`src/rtl/pwm_decoder.sv`:
```
// pwm_decoder: measures high time, period and tenths-scale duty of an incoming PWM signal,
// with timeout reporting of stuck-high / stuck-low levels.
module pwm_decoder #(
   parameter int CNT_W   = 16,
   parameter int TIMEOUT = 1000
) (
   input  logic             clk,
   input  logic             rst,
   input  logic             pwm_in,
   output logic [CNT_W-1:0] high_count,
   output logic [CNT_W-1:0] period_count,
   output logic [3:0]       duty,
   output logic             valid,
   output logic             stuck_hi,
   output logic             stuck_lo,
   output logic             overrun
);
   localparam int AW = CNT_W + 4;
   localparam int IW = $clog2(TIMEOUT + 1);
   typedef enum logic [1:0] {IDLE, HIGH, LOW} state_t;
   state_t state, state_n;
   logic s1, s2, prev, rise, fall, tog, tmo, snap, busy, done, fit, pend, pend_lvl, lvl;
   logic [CNT_W-1:0] cnt, h_lat, hd, pd;
   logic [IW-1:0] idle;
   logic [AW-1:0] acc, sum;
   logic [3:0] step, k;
   assign rise = s2 & ~prev;
   assign fall = ~s2 & prev;
   assign tog  = s2 ^ prev;
   assign tmo  = ~tog & (idle == IW'(TIMEOUT - 1));
   assign sum  = acc + AW'(pd);
   assign fit  = sum <= AW'(hd) * AW'(10);
   assign done = busy & (step == 4'd9);
   assign lvl  = pend ? pend_lvl : s2;
   always_comb begin
      state_n = state;
      snap    = 1'b0;
      if (tmo)
         state_n = IDLE;
      else
         unique case (state)
            IDLE:    state_n = rise ? HIGH : IDLE;
            HIGH:    state_n = fall ? LOW : HIGH;
            LOW: begin
               state_n = rise ? HIGH : LOW;
               snap    = rise;
            end
            default: state_n = IDLE;
         endcase
   end
   always_ff @(posedge clk or negedge rst) begin
      if (!rst) begin
         s1    <= 1'b0;
         s2    <= 1'b0;
         prev  <= 1'b0;
         state <= IDLE;
         cnt   <= '0;
         h_lat <= '0;
         idle  <= '0;
      end else begin
         s1    <= pwm_in;
         s2    <= s1;
         prev  <= s2;
         state <= state_n;
         cnt   <= rise ? CNT_W'(1) : (cnt == '1 ? cnt : cnt + 1'b1);
         if (state == HIGH && fall) h_lat <= cnt;
         idle  <= tog ? '0 : (idle == IW'(TIMEOUT) ? idle : idle + 1'b1);
      end
   end
   // Divider runs exactly 10 compare steps; a completion takes priority over a timeout, which is deferred by one cycle.
   always_ff @(posedge clk or negedge rst) begin
      if (!rst) begin
         busy         <= 1'b0;
         step         <= '0;
         acc          <= '0;
         k            <= '0;
         hd           <= '0;
         pd           <= '0;
         pend         <= 1'b0;
         pend_lvl     <= 1'b0;
         high_count   <= '0;
         period_count <= '0;
         duty         <= '0;
         valid        <= 1'b0;
         stuck_hi     <= 1'b0;
         stuck_lo     <= 1'b0;
         overrun      <= 1'b0;
      end else begin
         if (snap & ~busy) begin
            busy <= 1'b1;
            step <= '0;
            acc  <= '0;
            k    <= '0;
            hd   <= h_lat;
            pd   <= cnt;
         end else if (busy) begin
            step <= step + 4'd1;
            if (fit) begin
               acc <= sum;
               k   <= k + 4'd1;
            end
            if (done) busy <= 1'b0;
         end
         if (snap & busy) overrun <= 1'b1;
         pend     <= tmo & done;
         pend_lvl <= s2;
         valid    <= 1'b0;
         if (tog) begin
            stuck_hi <= 1'b0;
            stuck_lo <= 1'b0;
         end
         if (done) begin
            valid        <= 1'b1;
            duty         <= k + 4'(fit);
            high_count   <= hd;
            period_count <= pd;
         end else if (tmo | pend) begin
            valid        <= 1'b1;
            duty         <= lvl ? 4'd10 : 4'd0;
            high_count   <= '0;
            period_count <= '0;
            stuck_hi     <= lvl;
            stuck_lo     <= ~lvl;
         end
      end
   end
endmodule

```
`config.mk`:
```
export PLATFORM = sky130hd
export DESIGN_NAME = pwm_decoder
export DESIGN_NICKNAME = d
export VERILOG_FILES = /design/src/rtl/pwm_decoder.sv
export SDC_FILE = /design/constraint.sdc
export NUM_CORES = 1
export LEC_CHECK = 0
export CORE_MARGIN = 2
export CORE_UTILIZATION = 55
export DETAILED_ROUTE_END_ITERATION = 8
export GPL_ROUTABILITY_DRIVEN = 1
export PLACE_DENSITY = 0.85
export SLEW_MARGIN = 20
export SYNTH_ARGS = -nofsm -noshare
export SYNTH_HDL_FRONTEND = slang
export SYNTH_SLANG_ARGS = --single-unit
```
`constraint.sdc`:
```
create_clock -name clk -period 4.5 [get_ports clk]
set_clock_uncertainty 0.15 [all_clocks]
set_input_delay 1.125 -clock clk [delete_from_list [all_inputs] [get_ports clk]]
set_output_delay 1.125 -clock clk [all_outputs]
set_load 0.01 [all_outputs]
```
# ---- Word-level counts from Yosys, hierarchy flattened
# Index checks and enable logic that the tools add are counted.
dict set report classes {
  bitwise 14
  order_cmp 1
  addsub 6
  mux 37
  mul 1
  eq_ne 8
  n_reduce_logical 6
}
# operator n
set ops {}
lappend ops {{16-bit two-way mux} 5}
lappend ops {{20-bit two-way mux} 3}
lappend ops {{4-bit two-way mux} 8}
lappend ops {{20-bit by 16-bit adder with 20-bit output} 1}
lappend ops {{10-bit equality test (second input constant)} 2}
lappend ops {{20-bit <= comparator} 1}
lappend ops {{10-bit two-way mux} 2}
lappend ops {{16-bit by 3-bit multiplier with 19-bit output (second input constant)} 1}
lappend ops {{16-bit by 1-bit adder with 16-bit output (second input constant)} 1}
lappend ops {{16-bit equality test (second input constant)} 1}
lappend ops {{1-bit two-way mux} 15}
lappend ops {{10-bit by 1-bit adder with 10-bit output (second input constant)} 1}
lappend ops {{4-bit by 1-bit adder with 4-bit output (second input constant)} 2}
lappend ops {{1-bit AND} 7}
lappend ops {{2-bit two-way mux} 3}
lappend ops {{2-bit case mux with 3 select lines} 1}
lappend ops {{2-bit nonzero test} 3}
lappend ops {{1-bit NOT} 5}
lappend ops {{4-bit by 1-bit adder with 4-bit output} 1}
lappend ops {{4-bit equality test (second input constant)} 1}
lappend ops {{2-bit != test (second input constant)} 2}
lappend ops {{2-bit by 1-bit equality test with 1-bit output (second input constant)} 1}
lappend ops {{2-bit equality test (second input constant)} 1}
lappend ops {{2-bit logical NOT} 1}
lappend ops {{other kinds (4)} 4}
dict set report word_totals {
  ff_bits 149
  output_inout_bits 40
  inputBits 3
}

# ---- Depth between registers and ports, before layout
dict set report depth {
  ltp_word 7
  mapped_depth 24
  depth_no_buf 23
}

# ---- Worst setup path after synthesis
# No wires, ideal clock.
dict set report synth_timing {
  kind {register -> register}
  startpoint {register hd[8]}
  endpoint {register duty[2]}
  setup_slack_ns -0.179
  arrival_time_ns 4.408
  setup_ns 0.121
  stages_incl_launch_ff 22
  required_time_ns 4.229
  cell_sequence {dfrtp_1 > ha_1 > ha_1 > and2_1 > nand3_1 > or3_1 > a41oi_1 > nor3_1 > o21ai_0 > or3b_1 > ha_1 > nand4_1 > nor3_1 > a21boi_0 > o31ai_1 > nand2_1 > inv_2 > buf_4 > ha_1 > ha_1 > xor2_1 > a22o_1}
}
dict set report synth_between {
  elab_chain_len 4
}
# element line
set synth_lines {}
lappend synth_lines {{from (decl)} 23} ;# logic [CNT_W-1:0] cnt, h_lat, hd, pd;
lappend synth_lines {{from (signal assigned)} 94} ;# hd <= h_lat;
lappend synth_lines {{16-bit by 3-bit multiplier with 19-bit output} 32} ;# assign fit = sum <= AW'(hd) * AW'(10);
lappend synth_lines {{20-bit <= comparator} 32}
lappend synth_lines {{4-bit by 1-bit adder with 4-bit output} 114} ;# duty <= k + 4'(fit);
lappend synth_lines {{4-bit two-way mux} 112} ;# if (done) begin
lappend synth_lines {{to (signal assigned)} 114}
lappend synth_lines {{to (signal assigned)} 119} ;# duty <= lvl ? 4'd10 : 4'd0;
lappend synth_lines {{to (decl)} 12} ;# output logic [3:0] duty,
# No other way between the ends.
# A chain may end at the register's enable or synchronous reset.

# ---- Worst setup path in the final report
dict set report layout_timing {
  startpoint {register hd[3]}
  endpoint {register acc[1]}
}
dict set report layout_between {
  elab_chain_len 4
}
# element line
set layout_lines {}
lappend layout_lines {{16-bit by 3-bit multiplier with 19-bit output} 32}
lappend layout_lines {{20-bit <= comparator} 32}
lappend layout_lines {{2-bit nonzero test (no source line)} n/a}
lappend layout_lines {{2-bit AND reduction (no source line)} n/a}
lappend layout_lines {{to (signal assigned)} 99} ;# acc <= sum;
lappend layout_lines {{to (decl)} 25} ;# logic [AW-1:0] acc, sum;
# No other way between the ends.

==> qor.csv <==
metric;value;unit
outcome;completed;
final critical-path share of the clock period;1.00;
average cell area after synthesis;10.7;um2
Cell Area, Synth;8370;um2
final-stage net count;939;
post-layout minimum cycle time;4.50;ns
CTS Buf Count;17;
critical path's largest stage delay;0.45;ns
maximum vdd ir drop;432;uV
number of different library cells in the post-synthesis netlist;70;
unrepaired setup endpoints after global routing;true;
most common flop cell mapped by yosys;sky130_fd_sc_hd__dfrtp_1;
max-slew violations;0;
Hold Path Depth;0;
cell count after synthesis;782;
max-capacitance violation count;0;
Clock Latency Late Sink;0.44;ns
Synth area leaders;sky130_fd_sc_hd__dfrtp_1 (45%), sky130_fd_sc_hd__ha_1 (11%), sky130_fd_sc_hd__mux2_2 (4.6%), sky130_fd_sc_hd__a22o_1 (3.7%), sky130_fd_sc_hd__xnor2_1 (3.1%);
number of global-route vias before repair;6364;
DP Wirelength;13.6;mm
number of hold violations in the final report;0;
largest area contributor in the synthesized netlist;sky130_fd_sc_hd__dfrtp_1;
Worst-Margin Slew;1.04;ns
leakage power;0.00482;uW
proportion of synthesized chip area in sequential cells;0.446;
asr flop ratio synth;1.00;
crit path kind;reg2reg;
HP Class;reg2reg;
via count;6540;
row cnt;45;
register clock-pin slew on the reported worst setup and hold paths;0.06;ns
remaining routing DRC violations;0;
I/O pin total;43;
Routability Congestion;0.905;
endpoint class of the critical path;flip-flop;
final wirelength;21.2;mm
# setup viols final;0;
Post-DP Area;9200;um2
summed negative setup slack over all endpoints;0;ns
Cell Chain, Critical Path;ha_4 > ha_4 > inv_2 > fa_2 > nor2b_1 > o21a_1 > o21ai_2 > a21oi_2 > o2111a_2 > o211ai_1 > nor3b_2 > ha_2 > nand4_1 > nor3_2 > a21boi_2 > o31ai_2 > buf_4 > nand3_2 > buf_6 > mux2i_2 > nor2_1;
overall power;5260;uW
data required time of the worst path;4.63;ns
post-route cell area;10200;um2
PD cells;516;nW/um2
final core area utilization;0.678;
antenna diode count;0;
remaining antenna violation count after routing;0;
Worst Path Arrival;4.63;ns
Yosys warning count;0;
share of layout cells above drive strength 1;0.211;
GRT Resource Usage Total;0.252;
Die Area;16200;um2
vias per inst;6.16;
post-detailed-route wirelength per cell;20.0;um
Max H-tree Level;4;
vertical die dimension;127;um
global-route wire length before repair;32.0;mm
iteration-0 DRC count of the detailed router;451;
CTS sink count;149;
nets in the synthesized netlist;860;
top-area cell type share of the netlist area;0.446;
number of enable flip-flop cells after synthesis;0;
critical path's most frequent cell;sky130_fd_sc_hd__ha_4;
master of the slowest instance on the critical path;sky130_fd_sc_hd__dfrtp_1;
pin count of the biggest net entering global routing;96;
f_max;222;MHz
number of antenna violations at the first check in global routing;0;
Critical Path Start Type;flip-flop;
x dimension of the die;127;um
CTS tree;built;
flip-flop and latch count after synthesis;149;
relative max-transition margin;0.304;
Pre-antenna DRT Iters;5;
post-synthesis to final-layout area growth;21.7;%
Starting Density;0.557;
quantity of I/O buffers inserted on ports;42;
cell count of the worst reg-to-reg path;21;
maximum fanout count along the critical path;6;
maximum buffer depth of the clock tree;2;
placeable core area;15000;um2
overflow left after global routing;0;
# hold bufs at CTS;0;
Filler Cell Count;1052;
Clk Tree Root Cell;sky130_fd_sc_hd__clkbuf_16;
Yosys cell counts, drive strengths merged (8+ instances only):
cell and number:
nor2 42, dfrtp 149, mux2 47, xnor2 30
nor3 17, a21oi 40, ha 73, nand4 8
nand2 69, and2 13, xor2 22, buf 12
o21ai 39, nand3 34, a22o 35, clkbuf 14
a21o 11, inv 25
cells in the final DEF, fill, tap and decap left out, types with 6 or more instances in the layout:
master	count
sky130_fd_sc_hd__a21oi_1	36
sky130_fd_sc_hd__nand2_1	68
sky130_fd_sc_hd__mux2_4	14
sky130_fd_sc_hd__inv_1	23
sky130_fd_sc_hd__nor2b_1	7
sky130_fd_sc_hd__nand4_1	7
sky130_fd_sc_hd__ha_4	13
sky130_fd_sc_hd__o21a_1	6
sky130_fd_sc_hd__a21o_1	11
sky130_fd_sc_hd__nand3_1	31
sky130_fd_sc_hd__nand2b_1	6
sky130_fd_sc_hd__mux2_2	33
sky130_fd_sc_hd__and2_1	11
sky130_fd_sc_hd__ha_1	59
sky130_fd_sc_hd__dfrtp_1	148
sky130_fd_sc_hd__xor2_1	22
sky130_fd_sc_hd__clkbuf_16	17
sky130_fd_sc_hd__clkdlybuf4s50_1	41
sky130_fd_sc_hd__a22o_1	35
sky130_fd_sc_hd__buf_4	40
sky130_fd_sc_hd__nor3_1	13
sky130_fd_sc_hd__xnor2_1	30
sky130_fd_sc_hd__o21ai_0	34
sky130_fd_sc_hd__nor2_1	42
cells by family (layout without fill, tap and decap cells):
| logic type | Yosys count | after routing | share of synthesized area |
|---|---|---|---|
| flip-flops | 149 | 149 | 0.446 |
| adder cells (fa/ha/maj) | 75 | 75 | 0.114 |
| AO/OA/AOI/OAI | 176 | 176 | 0.144 |
| AND/OR/NAND/NOR | 225 | 225 | 0.137 |
| XOR/XNOR | 52 | 52 | 0.0544 |
| multiplexers | 54 | 54 | 0.0774 |
| buffers and inverters | 51 | 143 | 0.0278 |
repair_timing:
action | CTS | global route
gates resized for setup | 5 | 48
setup buffers | 2 | 13
setup endpoints to repair | 5 | 27
pin swaps | 6 | 35
power by group:
| part | total [uW] | internal [uW] | switching, uW |
|---|---|---|---|
| Clock | 1470 | 906 | 567 |
| Combinational | 2060 | 964 | 1090 |
| Sequential | 1720 | 1510 | 214 |
flip-flops by register name, summed over array words and instances, names as in the netlist, 10 cells and up:
register,flops
hd,16
cnt,16
h_lat,16
pd,16
idle,10
high_count,16
acc,20
period_count,16
final cells by class:
cell class | count | area [um2] | share of cell area
Tap cell | 188 | 235 | 0.0231
Clock buffer | 22 | 464 | 0.0456
Sequential cell | 149 | 3730 | 0.366
Timing Repair Buffer | 86 | 785 | 0.0770
Inverter | 25 | 96.3 | 0.00946
Clock inverter | 10 | 143 | 0.0140
Multi-Input combinational cell | 582 | 4730 | 0.465
routing by layer:
metal,wire [um],part of all wire,global-route usage,up-vias
met3,1100,0.052,0.0490,55
met1,8770,0.41,0.330,3260
met2,10700,0.50,0.412,217
li1,-,-,-,3008
met5,0,0,0,-
met4,648,0.031,0.109,0
metrics by stage:
stage                     worst slack, ns  hold WS [ns]  std cells
after floorplan                    0.0227         0.181        782
after global placement             0.0547         0.185       1015
after detailed placement           -0.105         0.189       1015
after CTS                         0.00717         0.212       1049
after global routing               -0.167         0.228       1062
final                            0.000547         0.210       1062
worst paths after layout:
| kind | from | end | slack (ns) |
|---|---|---|---|
| worst min register to register | s1 | s2 | 0.21 |
| worst max-delay path | hd[3] | acc[1] | 0.0005 |
| min in group asynchronous | rst | high_count[14] | 0.61 |
| worst min-delay path | s1 | s2 | 0.21 |
| worst max register to register | hd[3] | acc[1] | 0.0005 |
| max in group asynchronous | rst | period_count[7] | 2.82 |
worst max-delay path, delay by kind of cell (launching register included):
family	cells	cell delay, ns
flip-flops	1	0.45
adder cells (fa/ha/maj)	4	1.13
AND/OR/NAND/NOR	6	0.87
buffers and inverters	3	0.38
multiplexers	1	0.22
AO/OA/AOI/OAI	7	1.14
Note: power is estimated with default switching activity, not from simulation.
